**config.mk**
```make
export PLATFORM = sky130hd
export DESIGN_NAME = pdm_filter_ctrl_flat
export DESIGN_NICKNAME = d
export VERILOG_FILES = /design/src/rtl/pdm_filter_ctrl_pkg.sv /design/src/rtl/pdm_filter_ctrl_if.sv /design/src/rtl/pdm_filter_ctrl_clk_div.sv /design/src/rtl/pdm_filter_ctrl.sv /design/src/flat_wrapper.sv
export SDC_FILE = /design/constraint.sdc
export NUM_CORES = 1
export LEC_CHECK = 0
export CAP_MARGIN = 10
export CORE_AREA = 8 8 94 96
export DETAILED_ROUTE_END_ITERATION = 8
export DIE_AREA = 0 0 102 104
export HOLD_SLACK_MARGIN = 0.15
export PLACE_DENSITY = 0.72
export SYNTH_ARGS = -nofsm -noshare
export SYNTH_HDL_FRONTEND = slang
export SYNTH_SLANG_ARGS = --single-unit
```
**constraint.sdc**
```tcl
create_clock -name clk -period 3.6 [get_ports clk]
set_clock_uncertainty 0.1 [all_clocks]
set_input_delay 0.36 -clock clk [delete_from_list [all_inputs] [get_ports clk]]
set_output_delay 0.36 -clock clk [all_outputs]
set_load 0.01 [all_outputs]
```
**src/rtl/pdm_filter_ctrl_pkg.sv**
```systemverilog
// Shared types and constants for the PDM filter sequencer.
package pdm_pkg;

    localparam int unsigned LEN_W     = 8;
    localparam int unsigned DEF_DIV   = 4;
    localparam int unsigned DEF_DECIM = 16;
    localparam int unsigned MIN_DIV   = 2;

    typedef enum logic [1:0] {
        IDLE  = 2'd0,
        FLUSH = 2'd1,
        WARM  = 2'd2,
        RUN   = 2'd3
    } state_e;

endpackage

```
**src/rtl/pdm_filter_ctrl_if.sv**
```systemverilog
// Configuration handshake and decimated output stream of the PDM sequencer.
// master: register/config host and downstream consumer; slave: the sequencer.
interface pdm_filter_ctrl_if #(
    parameter int unsigned DIV_W = 8,
    parameter int unsigned DEC_W = 8
);
    logic                       cfg_valid;
    logic                       cfg_ready;
    logic [pdm_pkg::LEN_W-1:0]  cfg_length;
    logic [DEC_W-1:0]           cfg_decim;
    logic [DIV_W-1:0]           cfg_div;
    logic                       out_valid;
    logic                       out_ready;
    logic [pdm_pkg::LEN_W-1:0]  out_data;

    modport master (
        output cfg_valid, cfg_length, cfg_decim, cfg_div, out_ready,
        input  cfg_ready, out_valid, out_data
    );

    modport slave (
        input  cfg_valid, cfg_length, cfg_decim, cfg_div, out_ready,
        output cfg_ready, out_valid, out_data
    );
endinterface

```
**src/rtl/pdm_filter_ctrl_clk_div.sv**
```systemverilog
// Microphone clock divider: counter 0..div-1, clock high for the first div/2 counts,
// one-cycle sample strobe on the last count. hold parks the counter at 0.
module pdm_clk_div #(
    parameter int unsigned DIV_W = 8
) (
    input  logic             clk,
    input  logic             rst,
    input  logic             hold,
    input  logic [DIV_W-1:0] div,
    output logic             pdm_clk,
    output logic             pdm_sample_en
);

    logic [DIV_W-1:0] cnt_q;
    logic [DIV_W-1:0] cnt_d;
    logic             last_c;

    // Next count; >= keeps the counter bounded even if div shrinks mid-period
    always_comb begin
        last_c = (cnt_q >= (div - DIV_W'(1)));
        cnt_d  = cnt_q + DIV_W'(1);
        if (hold || last_c) begin
            cnt_d = '0;
        end
    end

    // Counter register
    always_ff @(posedge clk) begin
        if (rst) begin
            cnt_q <= '0;
        end else begin
            cnt_q <= cnt_d;
        end
    end

    // Clock and strobe decode; both silent while held
    always_comb begin
        pdm_clk       = !hold && (cnt_q < (div >> 1));
        pdm_sample_en = !hold && last_c;
    end

endmodule

```
**src/rtl/pdm_filter_ctrl.sv**
```systemverilog
// PDM boxcar filter sequencer: config latch, flush/warm-up FSM, decimator and
// valid/ready output register with sticky overrun.
module pdm_filter_ctrl
    import pdm_pkg::*;
#(
    parameter int unsigned DIV_W = 8,
    parameter int unsigned DEC_W = 8
) (
    input  logic              clk,
    input  logic              rst,
    pdm_filter_ctrl_if.slave  bus,
    output logic              pdm_clk,
    output logic              pdm_sample_en,
    output logic [LEN_W-1:0]  filt_length,
    output logic              filt_flush,
    input  logic [LEN_W-1:0]  filt_sum,
    output logic              overrun
);

    state_e             state_q, state_d;
    logic [LEN_W-1:0]   len_q, len_d;
    logic [DEC_W-1:0]   decim_q, decim_d;
    logic [DIV_W-1:0]   div_q, div_d;
    logic [LEN_W-1:0]   warm_q, warm_d;
    logic [DEC_W-1:0]   dec_cnt_q, dec_cnt_d;
    logic               cap_q, cap_d;
    logic               out_valid_q, out_valid_d;
    logic [LEN_W-1:0]   out_data_q, out_data_d;
    logic               ovr_q, ovr_d;

    logic               ready_c;
    logic               hold_c;
    logic               flush_c;
    logic               accept_c;
    logic               strobe_c;
    logic               pdm_clk_c;

    pdm_clk_div #(.DIV_W(DIV_W)) u_clk_div (
        .clk           (clk),
        .rst           (rst),
        .hold          (hold_c),
        .div           (div_q),
        .pdm_clk       (pdm_clk_c),
        .pdm_sample_en (strobe_c)
    );

    // State register
    always_ff @(posedge clk) begin
        if (rst) begin
            state_q <= IDLE;
        end else begin
            state_q <= state_d;
        end
    end

    // Next-state logic
    always_comb begin
        state_d = state_q;
        case (state_q)
            IDLE:  if (accept_c) state_d = FLUSH;
            FLUSH: state_d = WARM;
            WARM:  if (strobe_c && (warm_q == (len_q - LEN_W'(1)))) state_d = RUN;
            RUN:   if (accept_c) state_d = FLUSH;
            default: state_d = IDLE;
        endcase
    end

    // State-decoded controls
    always_comb begin
        ready_c  = (state_q == IDLE) || (state_q == RUN);
        hold_c   = (state_q == IDLE) || (state_q == FLUSH);
        flush_c  = hold_c;
        accept_c = bus.cfg_valid && ready_c && !rst;
    end

    // Config latch, warm-up/decimation counters and output register next values
    always_comb begin
        len_d       = len_q;
        decim_d     = decim_q;
        div_d       = div_q;
        warm_d      = warm_q;
        dec_cnt_d   = dec_cnt_q;
        cap_d       = 1'b0;
        out_valid_d = out_valid_q;
        out_data_d  = out_data_q;
        ovr_d       = ovr_q;

        if (accept_c) begin
            len_d   = (bus.cfg_length == '0) ? LEN_W'(1) : bus.cfg_length;
            decim_d = (bus.cfg_decim == '0) ? DEC_W'(1) : bus.cfg_decim;
            div_d   = (bus.cfg_div < DIV_W'(MIN_DIV)) ? DIV_W'(MIN_DIV) : bus.cfg_div;
        end

        if (state_q == FLUSH) begin
            warm_d    = '0;
            dec_cnt_d = '0;
        end else if ((state_q == WARM) && strobe_c) begin
            warm_d = warm_q + LEN_W'(1);
        end else if ((state_q == RUN) && strobe_c && !accept_c) begin
            if (dec_cnt_q >= (decim_q - DEC_W'(1))) begin
                dec_cnt_d = '0;
                cap_d     = 1'b1;
            end else begin
                dec_cnt_d = dec_cnt_q + DEC_W'(1);
            end
        end

        // Reconfiguration beats a pending capture; a capture into a full,
        // stalled register is dropped and flagged
        if (out_valid_q && bus.out_ready) begin
            out_valid_d = 1'b0;
        end
        if (accept_c) begin
            out_valid_d = 1'b0;
            ovr_d       = 1'b0;
        end else if (cap_q) begin
            if (out_valid_q && !bus.out_ready) begin
                ovr_d = 1'b1;
            end else begin
                out_data_d  = filt_sum;
                out_valid_d = 1'b1;
            end
        end
    end

    // Datapath registers
    always_ff @(posedge clk) begin
        if (rst) begin
            len_q       <= LEN_W'(1);
            decim_q     <= DEC_W'(DEF_DECIM);
            div_q       <= DIV_W'(DEF_DIV);
            warm_q      <= '0;
            dec_cnt_q   <= '0;
            cap_q       <= 1'b0;
            out_valid_q <= 1'b0;
            out_data_q  <= '0;
            ovr_q       <= 1'b0;
        end else begin
            len_q       <= len_d;
            decim_q     <= decim_d;
            div_q       <= div_d;
            warm_q      <= warm_d;
            dec_cnt_q   <= dec_cnt_d;
            cap_q       <= cap_d;
            out_valid_q <= out_valid_d;
            out_data_q  <= out_data_d;
            ovr_q       <= ovr_d;
        end
    end

    // Outputs forced to their reset values for as long as rst is held
    always_comb begin
        pdm_clk       = pdm_clk_c && !rst;
        pdm_sample_en = strobe_c && !rst;
        filt_flush    = flush_c || rst;
        filt_length   = rst ? LEN_W'(1) : len_q;
        overrun       = ovr_q && !rst;
        bus.cfg_ready = ready_c && !rst;
        bus.out_valid = out_valid_q && !rst;
        bus.out_data  = rst ? '0 : out_data_q;
    end

endmodule

```
**src/flat_wrapper.sv**
```systemverilog
// flat-port wrapper written by rule: the top's interface ports become plain ports
module pdm_filter_ctrl_flat import pdm_pkg::*;
#(
    parameter int unsigned DIV_W = 8,
    parameter int unsigned DEC_W = 8
)
  (clk, rst, pdm_clk, pdm_sample_en, filt_length, filt_flush, filt_sum, overrun, bus_cfg_valid, bus_cfg_length, bus_cfg_decim, bus_cfg_div, bus_out_ready, bus_cfg_ready, bus_out_valid, bus_out_data);
  pdm_filter_ctrl_if #(.DIV_W(DIV_W), .DEC_W(DEC_W)) bus_i ();
  input  logic clk;
  input  logic rst;
  output logic pdm_clk;
  output logic pdm_sample_en;
  output logic [LEN_W-1:0] filt_length;
  output logic filt_flush;
  input  logic [LEN_W-1:0] filt_sum;
  output logic overrun;
  input wire logic [$bits(bus_i.cfg_valid)-1:0] bus_cfg_valid;
  input wire logic [$bits(bus_i.cfg_length)-1:0] bus_cfg_length;
  input wire logic [$bits(bus_i.cfg_decim)-1:0] bus_cfg_decim;
  input wire logic [$bits(bus_i.cfg_div)-1:0] bus_cfg_div;
  input wire logic [$bits(bus_i.out_ready)-1:0] bus_out_ready;
  output wire logic [$bits(bus_i.cfg_ready)-1:0] bus_cfg_ready;
  output wire logic [$bits(bus_i.out_valid)-1:0] bus_out_valid;
  output wire logic [$bits(bus_i.out_data)-1:0] bus_out_data;
  assign bus_i.cfg_valid = bus_cfg_valid;
  assign bus_i.cfg_length = bus_cfg_length;
  assign bus_i.cfg_decim = bus_cfg_decim;
  assign bus_i.cfg_div = bus_cfg_div;
  assign bus_i.out_ready = bus_out_ready;
  assign bus_cfg_ready = bus_i.cfg_ready;
  assign bus_out_valid = bus_i.out_valid;
  assign bus_out_data = bus_i.out_data;
  pdm_filter_ctrl #(.DIV_W(DIV_W), .DEC_W(DEC_W)) u_core (.clk(clk), .rst(rst), .bus(bus_i), .pdm_clk(pdm_clk), .pdm_sample_en(pdm_sample_en), .filt_length(filt_length), .filt_flush(filt_flush), .filt_sum(filt_sum), .overrun(overrun));
endmodule
```
# Word-level counts from Yosys, hierarchy flattened
# Index checks and enable logic that the tools add are counted.
[classes]
n_addsub = 6
n_lt_le_gt_ge = 4
n_eq_ne = 6
muxes = 13
n_bitwise = 4
n_reduce_logical = 35
[ops]
columns = ["op", "n"]
rows = [
  ["$mux 8", 6],
  ["$add 8x1->8 const B", 3],
  ["$sub 8x1->8 const B", 3],
  ["$ge 8x8->1", 2],
  ["$logic_not 8->1", 2],
  ["$logic_and 1x1->1", 15],
  ["$eq 8x8->1", 1],
  ["$lt 8x2->1 const B", 1],
  ["$lt 8x7->1", 1],
  ["$reduce_or 2->1", 4],
  ["$pmux 2 s3", 1],
  ["$reduce_and 2->1", 3],
  ["$eq 2x2->1 const B", 2],
  ["$logic_not 1->1", 4],
  ["$logic_or 1x1->1", 4],
  ["$mux 1", 4],
  ["$mux 2", 2],
  ["$ne 2x1->1 const B", 2],
  ["$not 1->1", 4],
  ["$reduce_or 4->1", 1],
  ["$reduce_and 3->1", 1],
  ["$eq 2x1->1 const B", 1],
  ["$logic_not 2->1", 1],
]
[word_totals]
register_bits = 61
input_bits = 36
out_inout_bits = 22
word_cells = 79

# Longest topological paths before layout
# Gate-level depths: netlist of the first run.
[depth]
depth_word = 8
ltp_mapped = 13
mapped_depth_nobuf = 13

# Cells and area by module
# A second synthesis of the first run with hierarchy kept.
[hier_totals]
cells_unflattened = 405
hier_area_um2 = 3547.2
[by_module_without_submodules]
columns = ["mod", "instances", "cells_per_inst", "area_each_um2"]
rows = [
  ["pdm_filter_ctrl", 1, 318, 2781.4],
  ["pdm_clk_div", 1, 87, 765.7],
]

# Least setup slack after synthesis of the first run
# Ideal clock, no wire load.
[synth_timing]
path_kind = "flip-flop to flip-flop"
from = "register u_core.div_q[0]"
to = "register u_core.state_q[0]"
arrival_time_ps = 2492
t_required_ps = 3409
setup_slack_ps = 917
stages_incl_launch_ff = 13
period_less_slack_ps = 2683
path_cell_list = "dfxtp_1 > nor3_1 > nand2_1 > nor4_1 > xnor2_1 > ha_1 > and4_1 > nand2_1 > a31o_2 > and3_1 > a311oi_2 > a21oi_1 > a311oi_1"
[synth_between]
elab_chain_cells = 6
[synth_rtl]
columns = ["element", "line_no", "rtl"]
rows = [
  ["start, declared", "pdm_filter_ctrl.sv:23", "logic [DIV_W-1:0] div_q, div_d;"],
  ["start signal, assigned", "pdm_filter_ctrl.sv:131", "div_q <= DIV_W'(DEF_DIV);"],
  ["start signal, assigned", "pdm_filter_ctrl.sv:141", "div_q <= div_d;"],
  ["$sub 8x1->8", "pdm_filter_ctrl_clk_div.sv:20", "last_c = (cnt_q >= (div - DIV_W'(1)));"],
  ["$ge 8x8->1", "pdm_filter_ctrl_clk_div.sv:20", ""],
  ["$logic_and 1x1->1", "pdm_filter_ctrl_clk_div.sv:39", "pdm_sample_en = !hold && last_c;"],
  ["$logic_and 1x1->1", "pdm_filter_ctrl.sv:62", "WARM: if (strobe_c && (warm_q == (len_q - LEN_W'(1)))) state_d = RUN;"],
  ["$ne 2x1->1 (no source line)", "--", ""],
  ["$reduce_and 2->1 (no source line)", "--", ""],
  ["end signal, assigned", "pdm_filter_ctrl.sv:52", "state_q <= state_d;"],
  ["end, declared", "pdm_filter_ctrl.sv:20", "state_e state_q, state_d;"],
]
# No other way between the ends.
# A chain may end at the register's enable or synchronous reset.

# Worst setup path after layout of the first run
[layout_timing]
from = "register u_core.div_q[2]"
to = "output port pdm_clk"
[layout_between]
elab_chain_cells = 3
[layout_rtl]
columns = ["element", "line_no", "rtl"]
rows = [
  ["$lt 8x7->1", "pdm_filter_ctrl_clk_div.sv:38", "pdm_clk = !hold && (cnt_q < (div >> 1));"],
  ["$logic_and 1x1->1", "pdm_filter_ctrl_clk_div.sv:38", ""],
  ["$logic_and 1x1->1", "pdm_filter_ctrl.sv:153", "pdm_clk = pdm_clk_c && !rst;"],
  ["end, declared", "flat_wrapper.sv:11", "output logic pdm_clk;"],
]
# No other way between the ends.

==> results.txt, run 1 <==
- The flow ran to the end, and the final reports show no timing, DRC or antenna violations.
- The layout has 696 filler cells.
- The worst setup path is captured at an output pin.
- Arithmetic-cell share of the synthesized area counting full adders, half adders and majority gates: 11.98%
* Commonest cells post-synth: 61 x sky130_fd_sc_hd__dfxtp_1, 50 x sky130_fd_sc_hd__nor2_1, 33 x sky130_fd_sc_hd__ha_1
- Syn Inst Count: 393
- Unrepaired setup endpoints after global routing: false
- Yosys mapped a number of flops with a built-in enable equal to 0.
- For this run, design rule violations remaining after detail routing come to 0.
* Startpoint of the worst hold path: u_core.ovr_q$_SDFFE_PP0P_
- Clock-pin slew was measured on the worst setup and hold paths at 0.07 ns.
- Grt total ovfl: 0
- Peak clock frequency supported by timing: 296.2 MHz
- 0 antenna diodes ended up in the layout.
- The most numerous cell type found on the critical path is sky130_fd_sc_hd__a21o_1.
- Share of the synthesized area in compound gates (AO/OA/AOI/OAI): 13.18%
* Nets in the synthesized netlist: 462
- Count of pins on the block boundary: 58
- Min-delay worst type: flip-flop to flip-flop
- Once detail routing completed, the nets flagged for antenna violations numbered 0.
* Master cell of the clock root buffer: sky130_fd_sc_hd__clkbuf_8
* Area taken by flip-flops and latches: 1221 um2
- Dividing the detail-routed via count by the number of cells gives 5.170.
* Pin count of the biggest net entering global routing: 35
- Across all hold checks on the routed design, the worst slack comes to 0.3738 ns.
- The final-report hold violation count came to 0.
* Depth of the CTS H-tree: 3
* Height of the die: 104 um
- After Yosys synthesis, XOR and XNOR cells account for 10.42% of the synthesized area.
- At the worst endpoint, the required time is 3.14 ns.
- Drt wl/cell: 14.34 um
* Area taken by multi-input logic gates: 2090 um2
* Final critical-path required period: 3.376 ns
- The clock passes through at most 2 buffers.
- Counting cells, the worst reg-to-reg path comes to 12.
- Syn. warnings: 0
- Crit path arrival time: 2.92 ns
- Number of cells on the worst hold path: 2
- Of the cells placed in the final design, the portion with a size suffix greater than 1 is 6.127%.
* Via count of the first global-routing pass: 3,029
- Adding up every negative setup slack in the final design gives 0 ns.
- Setup violations remaining at the end of the flow were counted as 0.
* Type of the worst setup path: flip-flop to output pin
- Clock latency on the worst-skew pair: 0.33 ns
* Max stage delay on crit path: 0.61 ns
- The average instance in the mapped netlist occupies 8.768 um2.
- The clock drives 61 sinks.
- The worst register-to-register path begins at u_core.div_q[1]$_SDFFE_PP0P_.
- Clock tree from TritonCTS: yes
- In this run the post-CTS setup repair buffer count came out at 0.
- Top flip-flop cell by instance count after synthesis: sky130_fd_sc_hd__dfxtp_1
- Crit path max-delay cell type: sky130_fd_sc_hd__clkdlybuf4s50_1
* Die outline area: 10,610 um2
- Clock tree synthesis inserted a total of 9 buffers.
- sky130_fd_sc_hd__dfxtp_1 takes more of the synthesized area than any other cell.
- Kind of start point of the critical path: flip-flop
* Overall power after layout: 0.002304 W
* Count of input and output buffers: 57
- Period Utilization, post-route: 93.78%
- Via total after detailed routing: 2,890
- List of cells traversed by the critical path: inv_2, ha_1, a21o_1, a21o_1, a21o_1, a21o_1, a21o_1, a2111oi_1, clkdlybuf4s50_1
- Grouping stages by cell kind, the critical path spends the most delay in compound AO/OA/AOI/OAI gates.
- Among all cell types in the netlist, the one instantiated most often is sky130_fd_sc_hd__dfxtp_1.
- In this run the static leakage power is 1.802 nW.
- Antenna violations before repair: 0
* Max_cap viols: 0
- The initial utilization of the core area, before any placement, comes to 46.27%.
* Simple-gate share of the synthesized area: 21.82%
- Half-perimeter wire length of the detailed placement result: 6175 um
- Std cell rows: 32
- For the pin with the worst max-slew slack, the measured transition is 0.6109 ns.
- Ranked by total cell area, the synthesized netlist is headed by sky130_fd_sc_hd__dfxtp_1 35%, sky130_fd_sc_hd__ha_1 12%, sky130_fd_sc_hd__xnor2_1 6.9%.
- Across every metal layer, demand over resource in global routing totals 16.22%.
- After synthesis, the share of flip-flops with an asynchronous set or reset is 0%.
- The synthesized netlist contains 47 unique library cells.
* Max Fanout on Critical Path: 3
- The pre-antenna-repair detailed-routing pass consisted of 5 iterations.
- Count of cell instances traversed by the critical path: 9
- Proportion of synthesized area in mux cells: 3.195%
- In this run, synthesis produced a sequential element count of 61.
- Power per Cell Area: 531.9 nW/um2
- Total standard cell area after synthesis: 3446 um2
- The final layout contains 521 nets.
- Start point of the critical path: u_core.div_q[2]$_SDFFE_PP1P_
* Number of buffer and inverter stages on the critical path: 2
- Worst slew slack as a fraction of its limit: 59.27%
- The first global-routing pass estimated 14,080 um of wire.
* Global placer's final weighted congestion: 0.8356
* Worst voltage drop across the vdd grid: 0.2158 mV
- The count of final max-slew check failures came to 0.
- Iteration-0 DRC count of the detailed router: 96
- The synthesized design devotes to its leading area cell type 35.44% of total area.
- Final Routed Wirelength: 8015 um
* Core outline area: 7447 um2
* Main combinational cell family by area after synthesis: simple AND/OR/NAND/NOR gates
- Post-synthesis sequential area ratio: 35.44%
* Die X: 102 um
- From synthesis to final layout, the design area changed by 25.71%.
logic make-up after synthesis:
logic type               after synthesis
multiplexers                          11
XOR/XNOR                              41
adder cells (fa/ha/maj)               33
AO/OA/AOI/OAI                         66
AND/OR/NAND/NOR                      149
buffers and inverters                 32
flip-flops                            61
area by class of cell:
cell class / count / share of cell area [%]
multi-input cells: 300 / 48.24
flip-flops and latches: 61 / 28.19
repair buffers: 60 / 13.69
clock buffers: 12 / 3.582
well taps: 102 / 2.946
inverters: 20 / 1.733
clock inverters: 4 / 1.618
routing by layer:
metal	wire length [um]	global-route usage [%]	up-vias
met5	0	0	-
met4	115	6.296	0
met3	446	5.154	11
met2	3852	26.34	46
met1	3600	19.13	1353
li1	-	-	1480
placed cells by master, fill, tap and decap left out, types with 12 or more instances in the layout:
cell | netlist | final
sky130_fd_sc_hd__xor2_1 | 14 | 14
sky130_fd_sc_hd__nand2_1 | 24 | 24
sky130_fd_sc_hd__dfxtp_1 | 61 | 61
sky130_fd_sc_hd__inv_1 | 16 | 16
sky130_fd_sc_hd__ha_1 | 33 | 33
sky130_fd_sc_hd__nor2_1 | 50 | 50
sky130_fd_sc_hd__a21oi_1 | 12 | 12
sky130_fd_sc_hd__xnor2_1 | 27 | 27
sky130_fd_sc_hd__nor2b_1 | 21 | 21
sky130_fd_sc_hd__clkdlybuf4s50_1 | 0 | 57
sky130_fd_sc_hd__o21ai_1 | 12 | 12
timing repair:
item                       CTS  global route
resized for setup            0             1
hold buffers                 0             0
setup endpoints to repair    0             1
final timing paths:
check | end | slack (ns)
max | pdm_clk | 0.22
min | u_core.ovr_q$_SDFFE_PP0P_ | 0.37
max reg2reg | u_core.state_q[0]$_SDFFE_PP0P_ | 0.58
min reg2reg | u_core.ovr_q$_SDFFE_PP0P_ | 0.37
state kept, by name, summed over array words and instances, names as in the netlist:
name and cells:
u_core.out_valid_q 1, u_core.decim_q 8, u_core.len_q 8, u_core.out_data_q 8, u_core.warm_q 8, u_core.state_q 2
u_core.div_q 8, u_core.dec_cnt_q 8, u_core.ovr_q 1, u_core.cap_q 1, u_core.u_clk_div.cnt_q 8
metrics by stage:
step                      instances  setup slack, ns  utilization (%)  cell area (um2)
after detailed placement        543           0.5598            55.12             4105
after global routing            559          0.01046            58.17             4332
after global placement          543           0.5344            55.12             4105
after floorplan                 393           0.9172                -             3446
final                           559           0.2239            58.17             4332
after CTS                       559           0.1674            58.15             4330
power by group:
| part | switching, W | leakage [nW] | internal [W] |
|---|---|---|---|
| logic | 0.000398 | 1.19 | 0.000375 |
| clock network | 0.000259 | 0.116 | 0.000426 |
| registers | 0.0000947 | 0.496 | 0.000752 |
tightest hold or removal path, cell delays in order, from the launching register on:
cell	delay (ns)
sky130_fd_sc_hd__dfxtp_1	0.33
sky130_fd_sc_hd__a21oi_1	0.04
sky130_fd_sc_hd__nor2_1	0.07
Note: power is estimated with default switching activity, not from simulation.
==> run 2, diff against run 1 <==
CTS_CLUSTER_SIZE = 8   (was not set)
==> results of run 2 <==
Final layout, timing and power as in run 1 (identical DEF).
==> run 3, diff against run 2 <==
CORE_AREA = 8 8 102 104   (was 8 8 94 96)
DIE_AREA = 0 0 110 112   (was 0 0 102 104)
MAX_ROUTING_LAYER = met4   (was not set)
PLACE_DENSITY = 0.62   (was 0.72)
SLEW_MARGIN = 15   (was not set)
==> results.txt, run 3 (synthesis results as in run 1) <==
- The flow ran to the end, and the final reports show no timing, DRC or antenna violations.
- Before antenna repair, the detailed router went through 5 iterations.
* Clock-pin slew on the worst setup and hold paths: 0.06 ns
* Global-route total usage across every layer: 14.12%
* Count of pins on the block boundary: 58
- Number of cells on the worst hold path: 2
- In this run the static leakage power is 1.760 nW.
* Count of input and output buffers: 57
* Half-perimeter wire length of the detailed placement result: 6153 um
- The startpoint identified for the worst register-to-register timing path is u_core.div_q[1]$_SDFFE_PP0P_.
- Min-delay worst type: flip-flop to flip-flop
* Via total after detailed routing: 2,840
- Area taken by multi-input logic gates: 2088 um2
- After routing, the total negative slack on setup checks comes to 0 ns.
* Worst-case clock buffer depth: 2
* Final-layout fill cell count: 863
- Dividing the final minimum period by the clock period gives 93.54%.
- Entering global routing, the biggest net connects 35 pins.
- Area growth, synth to finish: 23.49%
- The final-report hold violation count is 0.
* Die X: 110 um
- First-pass GRT wire length: 13,660 um
* Antenna diode instance count: 0
* Final critical-path required period: 3.367 ns
* Worst reg-to-reg setup slack: 0.59 ns
* Core outline area: 8890 um2
- Dividing total power by cell area gives a power density of 494.6 nW/um2.
- Number of setup buffers added after CTS: 0
* Die outline area: 12,320 um2
- Counting stages on the worst path, the most repeated cell is sky130_fd_sc_hd__a21o_1.
- Together, buffers and inverters on the worst path number 2.
- Worst slew slack as a fraction of its limit: 27.22%
* Type of the worst setup path: flip-flop to output pin
* Number of sinks on the clock net: 61
- Max-slew violation count: 0
- Once placement completed, the tool counted placed cells totaling 551.
* CP Data Required Time: 3.14 ns
* Grt total ovfl: 0
- Vias/cell: 5.027
- Crit path max-delay cell type: sky130_fd_sc_hd__clkdlybuf4s50_1
* Category of the worst setup path capture point: output pin
- Antenna violations before repair: 0
* Area taken by flip-flops and latches: 1221 um2
- Max_cap viols: 0
- Worst voltage drop across the vdd grid: 0.2110 mV
- The via count of the first global-routing pass was 2,923.
- Master cell of the clock root buffer: sky130_fd_sc_hd__clkbuf_8
- Max stage delay on crit path: 0.62 ns
- Dividing the detail-routed wire length by the instance count gives 14.28 um.
* Final setup violation count: 0
- The post-route netlist has 5.286% of its cells at a drive strength greater than 1.
- In this run, post-CTS repair resized a total of 0 instances.
* Crit path arrival time: 2.91 ns
* List of cells traversed by the critical path: inv_2, ha_1, a21o_1, a21o_1, a21o_1, a21o_1, a21o_1, a2111oi_0, clkdlybuf4s50_1
- Unrepaired setup endpoints after global routing: false
- In the final design database the tool counted 520 nets.
- DRC violations left: 0
* Hold-critical path endpoint: u_core.ovr_q$_SDFFE_PP0P_
- The cell family contributing the most delay on the critical path is compound AO/OA/AOI/OAI gates.
- Height of the die: 112 um
- Number of buffers added to fix hold violations after cts: 0
- Max Fanout on Critical Path: 3
- The initialized floorplan defines 35 standard-cell rows.
- Clock latency on the worst-skew pair: 0.34 ns
* Post-route non-filler standard cell count: 565
* Depth of the CTS H-tree: 3
* Most common cell after layout, fill and taps aside: sky130_fd_sc_hd__dfxtp_1
- Slew at the pin with the worst max-slew slack: 1.089 ns
- Startpoint of the worst hold path: u_core.ovr_q$_SDFFE_PP0P_
- The initial utilization of the core area, before any placement, comes to 38.76%.
- Final Routed Wirelength: 8070 um
* Global placer's final weighted congestion: 0.8411
* Clock tree from TritonCTS: yes
- Iteration-0 DRC count of the detailed router: 101
- Buffers inserted during clock tree synthesis total 9.
- End of the worst register-to-register path: u_core.state_q[0]$_SDFFE_PP0P_
- Static timing analysis puts the maximum clock frequency at 297.0 MHz.
- For the worst flop-to-flop path, the logic depth is 12.
- Leading cell types in the layout, fill and taps excluded: 61 x sky130_fd_sc_hd__dfxtp_1, 57 x sky130_fd_sc_hd__clkdlybuf4s50_1, 50 x sky130_fd_sc_hd__nor2_1
- The detail route stage leaves a number of antenna-violating nets equal to 0.
* Kind of start point of the critical path: flip-flop
run 3: cell types whose count changed in the layout (fill, tap and decap cells not counted), sizes merged:
cell,delta
bufinv,-2
buf,-1
clkbuf,-1
clkinv,+1
run 3: where the power goes:
part / switching (W) / internal (W)
Clock: 0.000253 / 0.000239
Combinational: 0.000401 / 0.000370
Sequential: 0.0000897 / 0.000752
Total: 0.000744 / 0.00136
run 3: how the worst max path moves through the flow:
stage | start | endpoint | slack, ns | cells past startpoint
after floorplan | u_core.div_q[0]$_SDFFE_PP0P_ | u_core.state_q[0]$_SDFFE_PP0P_ | 0.92 | 12
after global placement | u_core.div_q[2]$_SDFFE_PP1P_ | pdm_clk | 0.55 | 9
after detailed placement | u_core.div_q[2]$_SDFFE_PP1P_ | pdm_clk | 0.60 | 9
after CTS | u_core.div_q[2]$_SDFFE_PP1P_ | pdm_clk | 0.20 | 9
after global routing | u_core.div_q[2]$_SDFFE_PP1P_ | pdm_clk | 0.005 | 9
final | u_core.div_q[2]$_SDFFE_PP1P_ | pdm_clk | 0.23 | 9
run 3: layout make-up:
type	instances	share of cell area, %
clock inverter	3	0.3528
inverter	20	1.764
clock buffer	11	3.087
multi-input combinational	300	49.07
timing repair buffer	59	13.76
sequential	61	28.70
tap	111	3.264
run 3: routing by layer:
layer	share of wire, %	track usage [%]	vias to the layer above
met5	0	-	-
met1	49	17.67	1300
li1	-	-	1472
met4	1.1	3.333	0
met3	4.7	4.910	10
met2	46	21.15	58
run 3: metrics by stage:
step	cell area [um2]	setup slack, ns	util (%)	hold WS (ns)	power [W]
4_1_cts	4255	0.1984	47.87	0.3795	0.002129
3_5_place_dp	4109	0.5966	46.22	0.3660	0.001628
6_report	4255	0.2327	47.87	0.3710	0.002105
2_1_floorplan	3446	0.9172	-	0.3290	0.001396
5_1_grt	4255	0.005272	47.87	0.3959	0.002270
3_3_place_gp	4109	0.5458	46.22	0.3484	0.001610
run 3: tightest hold or removal path, stage by stage (launching register included):
cell	delay (ns)
sky130_fd_sc_hd__dfxtp_1	0.32
sky130_fd_sc_hd__a21oi_1	0.04
sky130_fd_sc_hd__nor2_1	0.07
